**config.mk**
```make
export PLATFORM = sky130hd
export DESIGN_NAME = control_pipe
export DESIGN_NICKNAME = d
export VERILOG_FILES = /design/src/rtl/control_pipe.sv
export SDC_FILE = /design/constraint.sdc
export NUM_CORES = 1
export LEC_CHECK = 0
export CORE_MARGIN = 2
export CORE_UTILIZATION = 48
export CTS_CLUSTER_SIZE = 14
export DETAILED_ROUTE_END_ITERATION = 16
export MAX_ROUTING_LAYER = met4
export PLACE_DENSITY = 0.8
export SYNTH_ARGS = -nofsm -noshare
export SYNTH_HDL_FRONTEND = slang
export SYNTH_SLANG_ARGS = --single-unit
```
**constraint.sdc**
```tcl
create_clock -name clk -period 2.7 [get_ports clk]
set_input_delay 0.27 -clock clk [delete_from_list [all_inputs] [get_ports clk]]
set_output_delay 0.27 -clock clk [all_outputs]
set_load 0.01 [all_outputs]
```
**src/rtl/control_pipe.sv**
```systemverilog
// Registered instruction decoder with RAW scoreboard, multiply wait and timeout.
module control_pipe #(
  parameter int unsigned DATA_WIDTH  = 32,
  parameter int unsigned SB_DEPTH    = 3,
  parameter int unsigned MUL_TIMEOUT = 64
) (
  input  logic                  clk,
  input  logic                  rst,
  input  logic                  instr_valid,
  input  logic [31:0]           instr,
  output logic                  instr_ready,
  output logic                  dec_valid,
  input  logic                  dec_ready,
  output logic [24:0]           ctrl,
  output logic [DATA_WIDTH-1:0] jmp_address,
  output logic [DATA_WIDTH-1:0] imm,
  output logic                  illegal,
  input  logic                  mul_done,
  input  logic                  flush,
  output logic                  mul_err,
  output logic                  busy
);

  localparam int unsigned CNT_W = $clog2(MUL_TIMEOUT);

  localparam logic [5:0] OP_RTYPE = 6'd0;
  localparam logic [5:0] OP_J     = 6'd2;
  localparam logic [5:0] OP_LW    = 6'd40;
  localparam logic [5:0] OP_SW    = 6'd41;
  localparam logic [5:0] OP_BNE   = 6'd42;
  localparam logic [5:0] OP_ADDI  = 6'd43;
  localparam logic [5:0] OP_ORI   = 6'd44;
  localparam logic [5:0] FN_ADD   = 6'd32;
  localparam logic [5:0] FN_SUB   = 6'd34;
  localparam logic [5:0] FN_AND   = 6'd36;
  localparam logic [5:0] FN_OR    = 6'd37;
  localparam logic [5:0] FN_MUL   = 6'd50;

  typedef enum logic {RUN, MUL_WAIT} state_t;

  state_t state, state_next;
  logic [CNT_W-1:0] cnt, cnt_next;
  logic mul_err_next;

  logic [SB_DEPTH-1:0]      sb_valid;
  logic [SB_DEPTH-1:0][4:0] sb_rd;

  logic [5:0] opcode, funct;
  logic [4:0] f_rs, f_rt, d_rd;
  logic d_wr, d_mi, d_mul, d_m2, d_wm, d_cs, d_br, d_j, d_ill;
  logic [1:0] d_alu;
  logic [DATA_WIDTH-1:0] d_imm, d_jmp, sext, zext;
  logic rs_used, rt_used, hazard, accept, handoff;

  assign opcode = instr[31:26];
  assign funct  = instr[5:0];
  assign f_rs   = instr[25:21];
  assign f_rt   = instr[20:16];
  assign sext   = {{(DATA_WIDTH-16){instr[15]}}, instr[15:0]};
  assign zext   = DATA_WIDTH'(instr[15:0]);

  // Decode the offered word into control fields and source-usage flags
  always_comb begin
    d_rd = 5'd0; d_wr = 1'b0; d_mi = 1'b0; d_alu = 2'b00; d_mul = 1'b0;
    d_m2 = 1'b0; d_wm = 1'b0; d_cs = 1'b0; d_br = 1'b0; d_j = 1'b0;
    d_ill = 1'b0; d_imm = '0; d_jmp = '0;
    rs_used = 1'b1; rt_used = 1'b0;
    case (opcode)
      OP_LW:   begin d_wr = 1'b1; d_mi = 1'b1; d_m2 = 1'b1; d_rd = f_rt; d_imm = sext; end
      OP_SW:   begin d_wm = 1'b1; d_mi = 1'b1; d_m2 = 1'b1; d_rd = f_rs; d_imm = sext;
                     rt_used = 1'b1; end
      OP_BNE:  begin d_alu = 2'b01; d_br = 1'b1; d_mi = 1'b1; d_m2 = 1'b1; d_imm = sext;
                     rt_used = 1'b1; end
      OP_ADDI: begin d_wr = 1'b1; d_mi = 1'b1; d_m2 = 1'b1; d_cs = 1'b1; d_rd = f_rt;
                     d_imm = sext; end
      OP_ORI:  begin d_alu = 2'b11; d_wr = 1'b1; d_mi = 1'b1; d_m2 = 1'b1; d_cs = 1'b1;
                     d_rd = f_rt; d_imm = zext; end
      OP_J:    begin d_j = 1'b1; d_mi = 1'b1; d_m2 = 1'b1; d_cs = 1'b1;
                     d_jmp = DATA_WIDTH'(instr[25:0]); rs_used = 1'b0; end
      OP_RTYPE: begin
        d_rd = instr[15:11]; d_wr = 1'b1; d_cs = 1'b1; rt_used = 1'b1;
        case (funct)
          FN_ADD:  begin d_alu = 2'b00; d_m2 = 1'b1; end
          FN_SUB:  begin d_alu = 2'b01; d_m2 = 1'b1; end
          FN_AND:  begin d_alu = 2'b10; d_m2 = 1'b1; end
          FN_OR:   begin d_alu = 2'b11; d_m2 = 1'b1; end
          FN_MUL:  begin d_mul = 1'b1; end
          default: d_ill = 1'b1;
        endcase
      end
      default: d_ill = 1'b1;
    endcase
    if (d_ill) begin
      d_wr = 1'b0; d_wm = 1'b0; d_mul = 1'b0; d_br = 1'b0; d_j = 1'b0;
    end
  end

  // Read-after-write check against the scoreboard and the output register
  always_comb begin
    hazard = 1'b0;
    for (int i = 0; i < int'(SB_DEPTH); i++) begin
      if (sb_valid[i] && rs_used && f_rs != 5'd0 && sb_rd[i] == f_rs) hazard = 1'b1;
      if (sb_valid[i] && rt_used && f_rt != 5'd0 && sb_rd[i] == f_rt) hazard = 1'b1;
    end
    if (dec_valid && ctrl[9]) begin
      if (rs_used && f_rs != 5'd0 && ctrl[14:10] == f_rs) hazard = 1'b1;
      if (rt_used && f_rt != 5'd0 && ctrl[14:10] == f_rt) hazard = 1'b1;
    end
  end

  assign instr_ready = (state == RUN) && !hazard && !flush && (!dec_valid || dec_ready);
  assign accept      = instr_valid && instr_ready;
  assign handoff     = dec_valid && dec_ready;
  assign busy        = (state != RUN);

  // Output register: load on accept, clear on flush or drained handoff
  always_ff @(posedge clk) begin
    if (rst) begin
      dec_valid   <= 1'b0;
      ctrl        <= '0;
      jmp_address <= '0;
      imm         <= '0;
      illegal     <= 1'b0;
    end else if (flush) begin
      dec_valid <= 1'b0;
    end else if (accept) begin
      dec_valid   <= 1'b1;
      ctrl        <= {f_rs, f_rt, d_rd, d_wr, d_mi, d_alu, d_mul, d_m2, d_wm, d_cs, d_br, d_j};
      jmp_address <= d_jmp;
      imm         <= d_imm;
      illegal     <= d_ill;
    end else if (handoff) begin
      dec_valid <= 1'b0;
    end
  end

  // Scoreboard shift register of in-flight writeback destinations
  always_ff @(posedge clk) begin
    if (rst) begin
      sb_valid <= '0;
      sb_rd    <= '0;
    end else begin
      for (int i = int'(SB_DEPTH) - 1; i > 0; i--) begin
        sb_valid[i] <= sb_valid[i-1];
        sb_rd[i]    <= sb_rd[i-1];
      end
      sb_valid[0] <= handoff && ctrl[9];
      sb_rd[0]    <= handoff ? ctrl[14:10] : 5'd0;
    end
  end

  // FSM state, timeout counter and sticky error register
  always_ff @(posedge clk) begin
    if (rst) begin
      state   <= RUN;
      cnt     <= '0;
      mul_err <= 1'b0;
    end else begin
      state   <= state_next;
      cnt     <= cnt_next;
      mul_err <= mul_err_next;
    end
  end

  // FSM next-state: wait for mul_done after a MUL leaves, bounded by the timeout
  always_comb begin
    state_next   = state;
    cnt_next     = cnt;
    mul_err_next = mul_err;
    case (state)
      RUN: begin
        if (handoff && ctrl[5]) begin
          state_next = MUL_WAIT;
          cnt_next   = '0;
        end
      end
      MUL_WAIT: begin
        if (mul_done) begin
          state_next = RUN;
        end else if (cnt == CNT_W'(MUL_TIMEOUT - 1)) begin
          state_next   = RUN;
          mul_err_next = 1'b1;
        end else begin
          cnt_next = cnt + CNT_W'(1);
        end
      end
      default: state_next = RUN;
    endcase
  end

endmodule

```
Word-level counts from Yosys, hierarchy flattened

Cells that the tools add are included.

Register bits after elaboration: 117
Input port bits: 38
Output and inout bits: 94
Logic and storage cells: 134

Add/sub/neg operators: 1
Equal/unequal tests: 23
Mux-type cells: 43
Bitwise operators: 4
Reduce and logical (&&, ||, !) cells: 51

Operators by type and width:

| kind                | number |
|---|---|
| $eq 6x6->1 const B  | 11 |
| $pmux 32 s2         | 1 |
| $eq 5x5->1          | 8 |
| $mux 1              | 31 |
| $logic_and 1x1->1   | 30 |
| $mux 26             | 1 |
| $mux 6              | 3 |
| $reduce_or 4->1     | 4 |
| $pmux 5 s3          | 1 |
| $pmux 2 s3          | 2 |
| $pmux 6 s2          | 1 |
| $reduce_bool 5->1   | 2 |
| $add 6x1->6 const B | 1 |
| $eq 6x2->1 const B  | 1 |
| $logic_not 6->1     | 1 |
| $pmux 1 s2          | 3 |
| $reduce_and 3->1    | 2 |
| $reduce_or 3->1     | 2 |
| $reduce_or 6->1     | 1 |
| $reduce_or 5->1     | 1 |
| $ne 2x2->1 const B  | 2 |
| $not 1->1           | 4 |
| $reduce_or 2->1     | 2 |
| $logic_not 1->1     | 3 |
| 4 further kinds     | 4 |

Longest topological paths before layout

Depth after elaboration: 20
Mapped depth: 10
Gate-level depth less buffers: 8

Worst setup path before layout

No wires, ideal clock.

Kind: input port to flip-flop
Start: input instr[22]
End: register ctrl[9]
Setup time: 0.069 ns
Data arrival time: 1.962 ns
Data required time: 2.631 ns
Path slack: 0.669 ns
Stages on the path: 7
Buffers on the path: 2
Cells stage by stage: buf_4 -> or4_1 -> o21ai_0 -> o221ai_2 -> buf_2 -> or4_1 -> o21ai_1

Longest elaborated chain between the ends: 18
Elaborated cells between the ends (all ways): 28
Those cells by class: 4 x eq/ne; 9 x mux; 15 x reduce/logical

RTL lines:

| what                               | line     | text |
|---|---|---|
| from (decl)                        | 10       | `input logic [31:0] instr,` |
| $reduce_bool 5->1                  | 102, 106 |  |
| $logic_and 1x1->1 (2 in a row)     | 102      | `if (sb_valid[i] && rs_used && f_rs != 5'd0 && sb_rd[i] == f_rs) hazard = 1'b1;` |
| $mux 1                             | 102      |  |
| $mux 1                             | 103      | `if (sb_valid[i] && rt_used && f_rt != 5'd0 && sb_rd[i] == f_rt) hazard = 1'b1;` |
| $mux 1                             | 102      |  |
| $mux 1                             | 103      |  |
| $mux 1                             | 102      |  |
| $mux 1                             | 103      |  |
| $mux 1                             | 106      | `if (rs_used && f_rs != 5'd0 && ctrl[14:10] == f_rs) hazard = 1'b1;` |
| $mux 1                             | 107      | `if (rt_used && f_rt != 5'd0 && ctrl[14:10] == f_rt) hazard = 1'b1;` |
| $mux 1 (*)                         | 105      | `if (dec_valid && ctrl[9]) begin` |
| $logic_not 1->1 (*)                | 111      | `assign instr_ready = (state == RUN) && !hazard && !flush && (!dec_valid \|\| dec_ready);` |
| $logic_and 1x1->1 (*) (3 in a row) | 111      |  |
| $logic_and 1x1->1 (*)              | 112      | `assign accept = instr_valid && instr_ready;` |
| $reduce_and 2->1 (no line) (*)     | -        |  |
| to (signal assigned)               | 128      | `ctrl <= {f_rs, f_rt, d_rd, d_wr, d_mi, d_alu, d_mul, d_m2, d_wm, d_cs, d_br, d_j};` |
| to (decl)                          | 14       | `output logic [24:0] ctrl,` |

Mark *: on every way between the ends. The rest lies on a longest branch, timed or not.
A chain may end at the register's enable or synchronous reset.

Worst setup path after layout

Start: input instr[25]
End: register imm[15]

Longest elaborated chain between the ends: 18
Elaborated cells between the ends (all ways): 28
Those cells by class: 4 x eq/ne; 9 x mux; 15 x reduce/logical

RTL lines:

| what                               | line     | text |
|---|---|---|
| $reduce_bool 5->1                  | 102, 106 |  |
| $logic_and 1x1->1 (2 in a row)     | 102      |  |
| $mux 1                             | 102      |  |
| $mux 1                             | 103      |  |
| $mux 1                             | 102      |  |
| $mux 1                             | 103      |  |
| $mux 1                             | 102      |  |
| $mux 1                             | 103      |  |
| $mux 1                             | 106      |  |
| $mux 1                             | 107      |  |
| $mux 1 (*)                         | 105      |  |
| $logic_not 1->1 (*)                | 111      |  |
| $logic_and 1x1->1 (*) (3 in a row) | 111      |  |
| $logic_and 1x1->1 (*)              | 112      |  |
| $reduce_and 2->1 (no line) (*)     | -        |  |
| to (signal assigned)               | 130      | `imm <= d_imm;` |
| to (decl)                          | 16       | `output logic [DATA_WIDTH-1:0] imm,` |

Marked as above.

==> impl_metrics.ini <==
[outcome]
status = finished, final reports clean

[min_path]
hold_class = primary input to flop

[worst_setup_path]
crit_arrival_ns = 2.87
crit_path_start_kind = primary input
crit_fanout = 18
crit_type = primary input to flop
end_kind = flop
cp.required_ns = 3.02

[clocking]
cts.path.max_buffers = 2
numCtsBuffers = 9
cts.clk_slew.worst_paths_ns = 0.10
root_buffer = clkbuf_8
clk_latency_ns = 0.39
hold_buffers = 0
cts_sinks = 96
tritoncts = yes
h-tree-depth = 3

[routing]
drc = 0
detail_route.iter0.violations = 174
vias = 4329
wl_per_cell_um = 15.9
vias_per_cell = 5.33
antenna_left = 0
dr.pass1.iters = 5
wl_um = 12900

[global_route]
grt_most_used_layer = met2
grt_max_degree = 42
first_global_vias = 4174
grt_use_met1_pct = 32.0
antenna_found_initial = 0
grt-ovfl-total = 0
use_met3_pct = 6.32
grt_pass1_wl_um = 20600
grt_use_met2_pct = 41.6
track_usage_pct = 25.9

[place]
pre_cts_ws_ns = -0.282
port_buffers = 125
place_hpwl_um = 9490
place_congestion = 0.908

[layout]
multi_input_area_um2 = 2460
final_cell_mix = clkdlybuf4s50_1, dfxtp_1, nand2b_1, buf_4, nand2_1
area_growth_pct = 37.8
drive_gt1_share_pct = 11.6
n_fill_cell = 779
antennaDiodeCount = 0
final_nets = 713
ff_latch_area_um2 = 1920
final_common_cell = clkdlybuf4s50_1

[synth]
synth-edff-count = 0
netlist_area_um2 = 4730
ys_seq_area_share_pct = 40.6
ys_types = 46
synthCells = 542
yosys_register_bits = 96
ys.flop_type = dfxtp_1
yosys_warnings = 0
syn_area_per_cell_um2 = 8.72
async_reset_ff_share_pct = 0

[pwr]
power.density_nw_per_um2 = 436
ir_drop_mv = 0.329
p_leak_nw = 2.35

[floorplan]
fp.dieW_um = 103
pin_count = 132
initial_utilization_pct = 48.8
core_um2 = 9680
die_y_um = 103
core.rowCount = 36
die_area_um2 = 10700

[sta]
rsz0062_at_grt = false
drv_slew = 0
finalSetupViolations = 0
worst_pin_slew_ns = 0.514
setup_tns_ns = 0
finalHoldViolations = 0
fin_worst_skew_ns = 0.0124
max_freq_mhz = 392
relSlewSlack_pct = 65.7
post-route-min-period_ns = 2.55
period_share_pct = 94.4
worst_slack_ns = 0.150

[run]
cap_violations = 0
-- cells by family after synthesis --
logic type	share of synthesized area, %
DFF	40.6
buffers and inverters	8.20
xor gates and xnor gates	8.34
and+or+nand+nor	24.5
AOI/OAI and AO/OA	11.4
muxes	6.56
adders and majority gates	0.265
other	0.0793
-- worst paths after layout --
kind / to / depth (start not counted) / startpoint / slack [ns]
setup / recovery: imm[15] / 12 / instr[25] / 0.15
hold / removal: busy / 2 / rst / 0.35
setup reg to reg: imm[15] / 10 / sb_rd[1] / 0.21
hold reg to reg: mul_err / 2 / mul_err / 0.48
-- metrics by stage --
step	area, µm²	utilization (%)	hold slack, ns	total power, W	std cells
finish	6510	67.3	0.346	0.00284	812
global route	6510	67.3	0.361	0.00296	812
CTS	6480	66.9	0.335	0.00285	810
detailed placement	6250	64.6	0.461	0.00188	793
global placement	6250	64.6	0.454	0.00188	793
floorplan	4750	-	0.349	0.00169	547
-- critical path, stage by stage --
cell and delay [ns]:
clkdlybuf4s50_1 0.47, buf_6 0.15, xor2_1 0.20, nor4_1 0.07, and3_1 0.19, nor4_4 0.26
o221ai_2 0.17, buf_4 0.18, buf_4 0.14, buf_4 0.18, or4_1 0.50, o21ai_0 0.08
-- layer usage --
layer | part of all wire [%] | vias up
met5 | 0 | -
met2 | 48 | 183
met3 | 6.9 | 19
met1 | 44 | 2016
met4 | 1.7 | 0
li1 | - | 2111
-- power by group --
part / switching [W] / internal [W]
clock: 0.000545 / 0.000436
combinational: 0.000201 / 0.000210
sequential: 0.0000167 / 0.00143
-- layout make-up --
cell class | count | share of cell area, %
inverters | 3 | 0.173
clock buffers | 9 | 1.90
multi-input cells | 384 | 37.8
flip-flops and latches | 96 | 29.5
repair buffers | 180 | 26.9
clock inverters | 7 | 1.21
well taps | 133 | 2.55
-- flip-flops by register name, indices dropped and copies added (netlist names) --
| signal | flops |
|---|---|
| ctrl | 25 |
| dec_valid | 1 |
| jmp_address | 26 |
| illegal | 1 |
| imm | 17 |
| sb_rd | 15 |
| mul_err | 1 |
| busy | 1 |
| cnt | 6 |
| sb_valid | 3 |
-- cells in the mapped netlist, types with 6 or more instances --
master	instances	area, µm²
nor3_1	9	45.0
and2_1	6	37.5
nor4_1	6	37.5
dfxtp_1	96	1920
nor2b_1	16	100
nor2_1	22	82.6
buf_4	32	240
nand2b_1	48	300
clkbuf_1	23	86.3
or4_1	7	52.6
nand4_1	8	50.1
o21ai_0	34	170
xnor2_1	17	149
buf_2	7	35.0
xor2_1	28	245
a211oi_1	8	60.1
and3_1	7	43.8
a21oi_1	30	150
nand3_1	25	125
mux2i_1	31	310
nand2_1	40	150
-- repair_timing --
action,4_1_cts,5_1_grt
endpoints found under the setup margin,1,18
setup buffers,1,2
pin swaps,1,2
resized for setup,9,2
Power figures use the tool's default switching activity.
